[src/rtl/call_scheduler.sv]
// SCAN floor-call scheduler with door timing, SOS latching and an optional
// overweight interlock (define CALL_SCHEDULER_WEIGHT_INTERLOCK_EN to enable).
module call_scheduler #(
  parameter int unsigned DOOR_CYCLES = 3
) (
  input  logic       clk,
  input  logic       reset,
  input  logic       st_button,
  input  logic       nd_button,
  input  logic       rd_button,
  input  logic       sos_button,
  input  logic       weight_sensor,
  input  logic [1:0] current_floor,
  output logic       move_req,
  output logic       dir_up,
  output logic [1:0] target_floor,
  output logic       door_open,
  output logic [2:0] call_leds,
  output logic       sos_led,
  output logic       emergency_led,
  output logic       weight_led
);
  typedef enum logic [1:0] {IDLE, MOVING, DOOR_OPEN, EMERGENCY} state_e;

  localparam logic [3:0] DOOR_LAST = 4'(DOOR_CYCLES - 1);

  state_e     state_q;
  logic [2:0] btn_s_q, btn_p_q, pending_q;
  logic       sos_s_q, sos_p_q;
  logic [1:0] floor_q, target_q;
  logic [3:0] door_cnt_q;
  logic       dir_q, move_q, door_q, alarm_q, wled_q;

  logic [2:0] press, floor_oh, above_m, below_m, ahead_up, ahead_dn, served_d;
  logic [1:0] near_up, near_dn;
  logic       sos_edge, illegal, here_press, here_pend;
  logic       call_above, call_below, go_up, door_hold;

  // Floor decode; an illegal sampled floor matches nothing.
  always_comb begin
    floor_oh = 3'b000;
    above_m  = 3'b000;
    below_m  = 3'b000;
    case (floor_q)
      2'd0: begin floor_oh = 3'b001; above_m = 3'b110; end
      2'd1: begin floor_oh = 3'b010; above_m = 3'b100; below_m = 3'b001; end
      2'd2: begin floor_oh = 3'b100; below_m = 3'b011; end
      default: ;
    endcase
  end

  assign press      = btn_s_q & ~btn_p_q;
  assign sos_edge   = sos_s_q & ~sos_p_q;
  assign illegal    = (current_floor == 2'b11);
  assign here_press = |(press & floor_oh);
  assign here_pend  = |(pending_q & floor_oh);
  assign ahead_up   = pending_q & above_m;
  assign ahead_dn   = pending_q & below_m;
  assign call_above = |ahead_up;
  assign call_below = |ahead_dn;
  assign near_up    = ahead_up[1] ? 2'd1 : 2'd2;
  assign near_dn    = ahead_dn[1] ? 2'd1 : 2'd0;
  assign go_up      = call_above & (dir_q | ~call_below);
  // A stop serves the current floor, including a press arriving that cycle.
  assign served_d   = (pending_q | press) & ~floor_oh;

`ifdef CALL_SCHEDULER_WEIGHT_INTERLOCK_EN
  assign door_hold = weight_sensor;
`else
  logic unused_weight;
  assign unused_weight = weight_sensor;
  assign door_hold     = 1'b0;
`endif

  always_ff @(posedge clk) begin
    if (reset) begin
      state_q    <= IDLE;
      btn_s_q    <= '0;
      btn_p_q    <= '0;
      sos_s_q    <= 1'b0;
      sos_p_q    <= 1'b0;
      floor_q    <= '0;
      pending_q  <= '0;
      target_q   <= '0;
      door_cnt_q <= '0;
      dir_q      <= 1'b1;
      move_q     <= 1'b0;
      door_q     <= 1'b0;
      alarm_q    <= 1'b0;
      wled_q     <= 1'b0;
    end else begin
      btn_s_q <= {rd_button, nd_button, st_button};
      btn_p_q <= btn_s_q;
      sos_s_q <= sos_button;
      sos_p_q <= sos_s_q;
      floor_q <= current_floor;
      wled_q  <= door_hold;
      if (state_q == EMERGENCY) begin
        if (sos_edge && !illegal) begin
          state_q <= IDLE;
          alarm_q <= 1'b0;
        end
      end else if (sos_edge || illegal) begin
        state_q <= EMERGENCY;
        move_q  <= 1'b0;
        door_q  <= 1'b0;
        alarm_q <= 1'b1;
      end else begin
        case (state_q)
          IDLE: begin
            if (here_press || here_pend) begin
              state_q    <= DOOR_OPEN;
              pending_q  <= served_d;
              door_q     <= 1'b1;
              door_cnt_q <= '0;
            end else begin
              pending_q <= pending_q | press;
              if (|pending_q) begin
                state_q  <= MOVING;
                move_q   <= 1'b1;
                dir_q    <= go_up;
                target_q <= go_up ? near_up : near_dn;
              end
            end
          end
          MOVING: begin
            if (here_pend) begin
              state_q    <= DOOR_OPEN;
              pending_q  <= served_d;
              move_q     <= 1'b0;
              door_q     <= 1'b1;
              door_cnt_q <= '0;
            end else begin
              pending_q <= pending_q | press;
              if (dir_q && call_above)       target_q <= near_up;
              else if (!dir_q && call_below) target_q <= near_dn;
            end
          end
          DOOR_OPEN: begin
            pending_q <= served_d;
            if (here_press) begin
              door_cnt_q <= '0;
            end else if (!door_hold) begin
              if (door_cnt_q == DOOR_LAST) begin
                state_q <= IDLE;
                door_q  <= 1'b0;
              end else begin
                door_cnt_q <= door_cnt_q + 4'd1;
              end
            end
          end
          default: state_q <= IDLE;
        endcase
      end
    end
  end

  assign move_req      = move_q;
  assign dir_up        = dir_q;
  assign target_floor  = target_q;
  assign door_open     = door_q;
  assign call_leds     = pending_q;
  assign sos_led       = alarm_q;
  assign emergency_led = alarm_q;
  assign weight_led    = wled_q;
endmodule

[config.mk]
export PLATFORM = sky130hd
export DESIGN_NAME = call_scheduler
export DESIGN_NICKNAME = d
export VERILOG_FILES = /design/src/rtl/call_scheduler.sv
export SDC_FILE = /design/constraint.sdc
export NUM_CORES = 1
export LEC_CHECK = 0
export BUFFER_PORTS_ARGS = -buffer_cell sky130_fd_sc_hd__buf_2
export CAP_MARGIN = 20
export CORE_UTILIZATION = 30
export CTS_CLUSTER_DIAMETER = 30
export CTS_CLUSTER_SIZE = 40
export DETAILED_ROUTE_END_ITERATION = 12
export PLACE_DENSITY = 0.49
export SKIP_CTS_REPAIR_TIMING = 1
export SYNTH_ARGS = -nofsm -noshare
export SYNTH_HDL_FRONTEND = slang
export SYNTH_SLANG_ARGS = --single-unit
[constraint.sdc]
create_clock -name clk -period 6.24 [get_ports clk]
set_input_delay 0.312 -clock clk [delete_from_list [all_inputs] [get_ports clk]]
set_output_delay 0.312 -clock clk [all_outputs]
set_load 0.005 [all_outputs]
==> flow_summary_export.csv <==
group,metric,value,unit
cells_and_area,fin_cells,235,
placed_design,post-dp-hpwl,2480,um
cells_and_area,nNetsFinal,204,
synthesis,avgSynthCellArea,8.51,um^2
cells_and_area,layout-drive-gt1-share,14.2,%
die,initial_core_util,32.1,%
run_status,status,"finished, final reports clean",
synthesis,yosys_warnings,0,
die,core_area,4500,um^2
setup_path,r2r_start,"floor_q[0]",
power_and_ir_drop,leakage,0.662,nW
sta,max_freq,0.370,GHz
synthesis,synth_nets,190,
routing,vias,1275,
placed_design,gp_congestion,0.886,
sta,period_share,43.3,%
clocking,cts-root-buf,"clkbuf_8",
cells_and_area,postLayoutCellArea,1600,um^2
sta,setup_violations,0,
clocking,clock-sinks,25,
run,max_cap_violations,0,
power_and_ir_drop,total_power,535,uW
power_and_ir_drop,pwr-share-clk,18.6,%
cells_and_area,antennaDiodeCount,0,
routing,wl,3320,um
power_and_ir_drop,switching_share,40.5,%
grt,grt_start_max_net_pins,25,
routing,wl_per_cell,14.1,um
clocking,htreeDepth,1,
synthesis,seq_area_frac_synth,34.6,%
power_and_ir_drop,p_int,319,uW
synthesis,ys.flop_type,"dfxtp_1",
grt,grt_pass1_vias,1230,
grt,grt-ovfl-total,0,
synthesis,synthDistinctLibCells,46,
setup_path,reg2reg_depth,7,
routing,dr.pass1.iters,4,
die,dieWidth,71.4,um
synthesis,synth_edf_count,0,
grt,antenna_found_initial,0,
clocking,worstSkewPairLatency,270,ps
sta,fin_setup_tns,0,ps
die,row_count,24,
placed_design,place_area,1550,um^2
setup_path,cp_max_fo,9,
power_and_ir_drop,switchingPower,216,uW
routing,ant_nets,0,
clocking,tritoncts,"done",
setup_path,path_class,"register to register",
setup_path,crit_arrival,2860,ps
sta,rsz0062_at_grt,"no",
power_and_ir_drop,p_per_area,335,nW/um^2
cells_and_area,syn2layout_area_growth,10.5,%
min_path,worstHoldEndpoint,"btn_s_q[0]",
setup_path,cp-end-kind,"register",
routing,drtIter0Drc,30,
setup_path,required,6400,ps
sta,tightestPinTransition,1150,ps
die,dieArea,5100,um^2
power_and_ir_drop,combinationalPowerShare,44.5,%
min_path,holdCritPathClass,"input port to register",
setup_path,r2r_setup_slack,3540,ps
sta,finalMaxSlewViolations,0,
clocking,cts_buffer_depth,2,
setup_path,r2r_end,"dir_up",
min_path,min_path_cells,2,
synthesis,synthArstFlopShare,0,%
placed_design,dp.cells,231,
die,die_h,71.4,um
sta,fin_crit,2700,ps
sta,finalHoldViolCount,0,
sta,skew,3.61,ps
min_path,min_from,"st_button",
placed_design,portBuffers,17,
synthesis,ys_seq_elements,25,
routing,drc_errors,0,
die,ioPinCount,20,
synthesis,syn_area,1450,um^2
routing,viasPerCell,5.43,
grt,grt_usage,14.3,%
power_and_ir_drop,peakVddDrop,0.0993,mV
setup_path,worstSetupStartpointType,"register",
clocking,cts.clk_slew.worst_paths,90,ps
power_and_ir_drop,p_seq_share,36.9,%
clocking,cts_made_buffers,3,
grt,grt_pass1_wl,5730,um
sta,relSlewSlack,23.4,%
synthesis,syn_inst,170,
through the flow:
step | hold WS [ps] | util (%) | worst slack, ps
CTS | 245 | 35.5 | 3530
detailed placement | 462 | 34.4 | 3580
global route | 245 | 35.5 | 3220
floorplan | 439 | - | 4030
global placement | 447 | 34.4 | 3660
finish | 242 | 35.5 | 3540
flip-flops by register name, summed over array words and instances, names as in the netlist:
| name | flops |
|---|---|
| btn_s_q | 3 |
| btn_p_q | 3 |
| dir_up | 1 |
| door_open | 1 |
| emergency_led | 1 |
| sos_p_q | 1 |
| target_floor | 2 |
| call_leds | 3 |
| sos_s_q | 1 |
| floor_q | 2 |
| state_q | 2 |
| move_req | 1 |
| door_cnt_q | 4 |
worst max-delay path: stages, from the launching register on:
cell      delay [ps]
dfxtp_1          360
inv_1             70
ha_1             300
a222oi_1        1030
nand2_1          190
nor4_2           380
o21a_1           180
o21ai_1           60
placed cells by master, fill, tap and decap left out, types with 3 or more instances in the layout:
master,synthesis,routed
a21oi_1,6,6
a311oi_1,3,3
a31oi_1,8,8
buf_2,0,17
clkbuf_8,0,3
dfxtp_1,25,25
ha_1,11,11
inv_1,11,11
mux2_2,3,3
mux2i_1,3,3
nand2_1,18,18
nand2b_1,4,4
nand3b_1,3,3
nor2_1,10,10
nor2b_1,12,12
nor3_1,4,4
o21ai_0,6,6
synthesized netlist by cell type (2+ instances only):
cell       count  area (um^2)
a211oi_1       2         15.0
a21oi_1        6         30.0
a22oi_1        2         15.0
a311oi_1       3         26.3
a31oi_1        8         50.1
and3_1         2         12.5
buf_4          2         15.0
clkbuf_1       5         18.8
dfxtp_1       25          500
ha_1          11          138
inv_1         11         41.3
mux2_2         3         33.8
mux2i_1        3         30.0
nand2_1       18         67.6
nand2b_1       4         25.0
nand3b_1       3         22.5
nand4_1        2         12.5
nor2_1        10         37.5
nor2b_1       12         75.1
nor3_1         4         20.0
nor3b_1        2         15.0
o21ai_0        6         30.0
o221ai_1       2         17.5
o2bb2ai_1      2         17.5
kinds of logic (layout without fill, tap and decap cells):
| kind of cell | count (synthesis) | after routing | synth area share (%) |
|---|---|---|---|
| AO/OA/AOI/OAI | 44 | 44 | 21.5 |
| adder cells (fa/ha/maj) | 11 | 11 | 9.52 |
| buffers and inverters | 19 | 32 | 5.97 |
| flip-flops | 25 | 25 | 34.6 |
| multiplexers | 7 | 7 | 5.19 |
| other | 1 | 1 | 0.259 |
| AND/OR/NAND/NOR | 63 | 63 | 23.0 |
cell type report:
cell class              instances  area, um^2
fillers                       490        2910
clock buffers                   3        41.3
multi-input cells             126         860
well taps                      52        65.1
repair buffers                 17        85.1
inverters                      11        41.3
flip-flops and latches         25         500
clock inverters                 1        5.00
routing by layer:
| layer | GRT usage, % | part of all wire (%) |
|---|---|---|
| met1 | 17.4 | 47 |
| met2 | 25.7 | 48 |
| met3 | 2.81 | 3.7 |
| met4 | 3.78 | 1.3 |
| met5 | 0 | 0 |
power by group through the flow:
stage | Combinational [mW] | Clock [mW] | Sequential [mW]
floorplan | 0.184 | 0 | 0.197
global placement | 0.235 | 0 | 0.199
detailed placement | 0.236 | 0 | 0.201
CTS | 0.238 | 0.102 | 0.197
global route | 0.270 | 0.110 | 0.201
finish | 0.238 | 0.0997 | 0.197
how the worst max path moves through the flow:
stage	start	endpoint	slack, ps	cells after the start
final	floor_q[0]	dir_up	3540	7
after global routing	floor_q[0]	dir_up	3220	7
after CTS	floor_q[0]	dir_up	3530	7
after detailed placement	floor_q[0]	dir_up	3580	7
after global placement	floor_q[0]	dir_up	3660	7
after floorplan	floor_q[0]	door_cnt_q[1]	4030	8
Power figures use the tool's default switching activity.
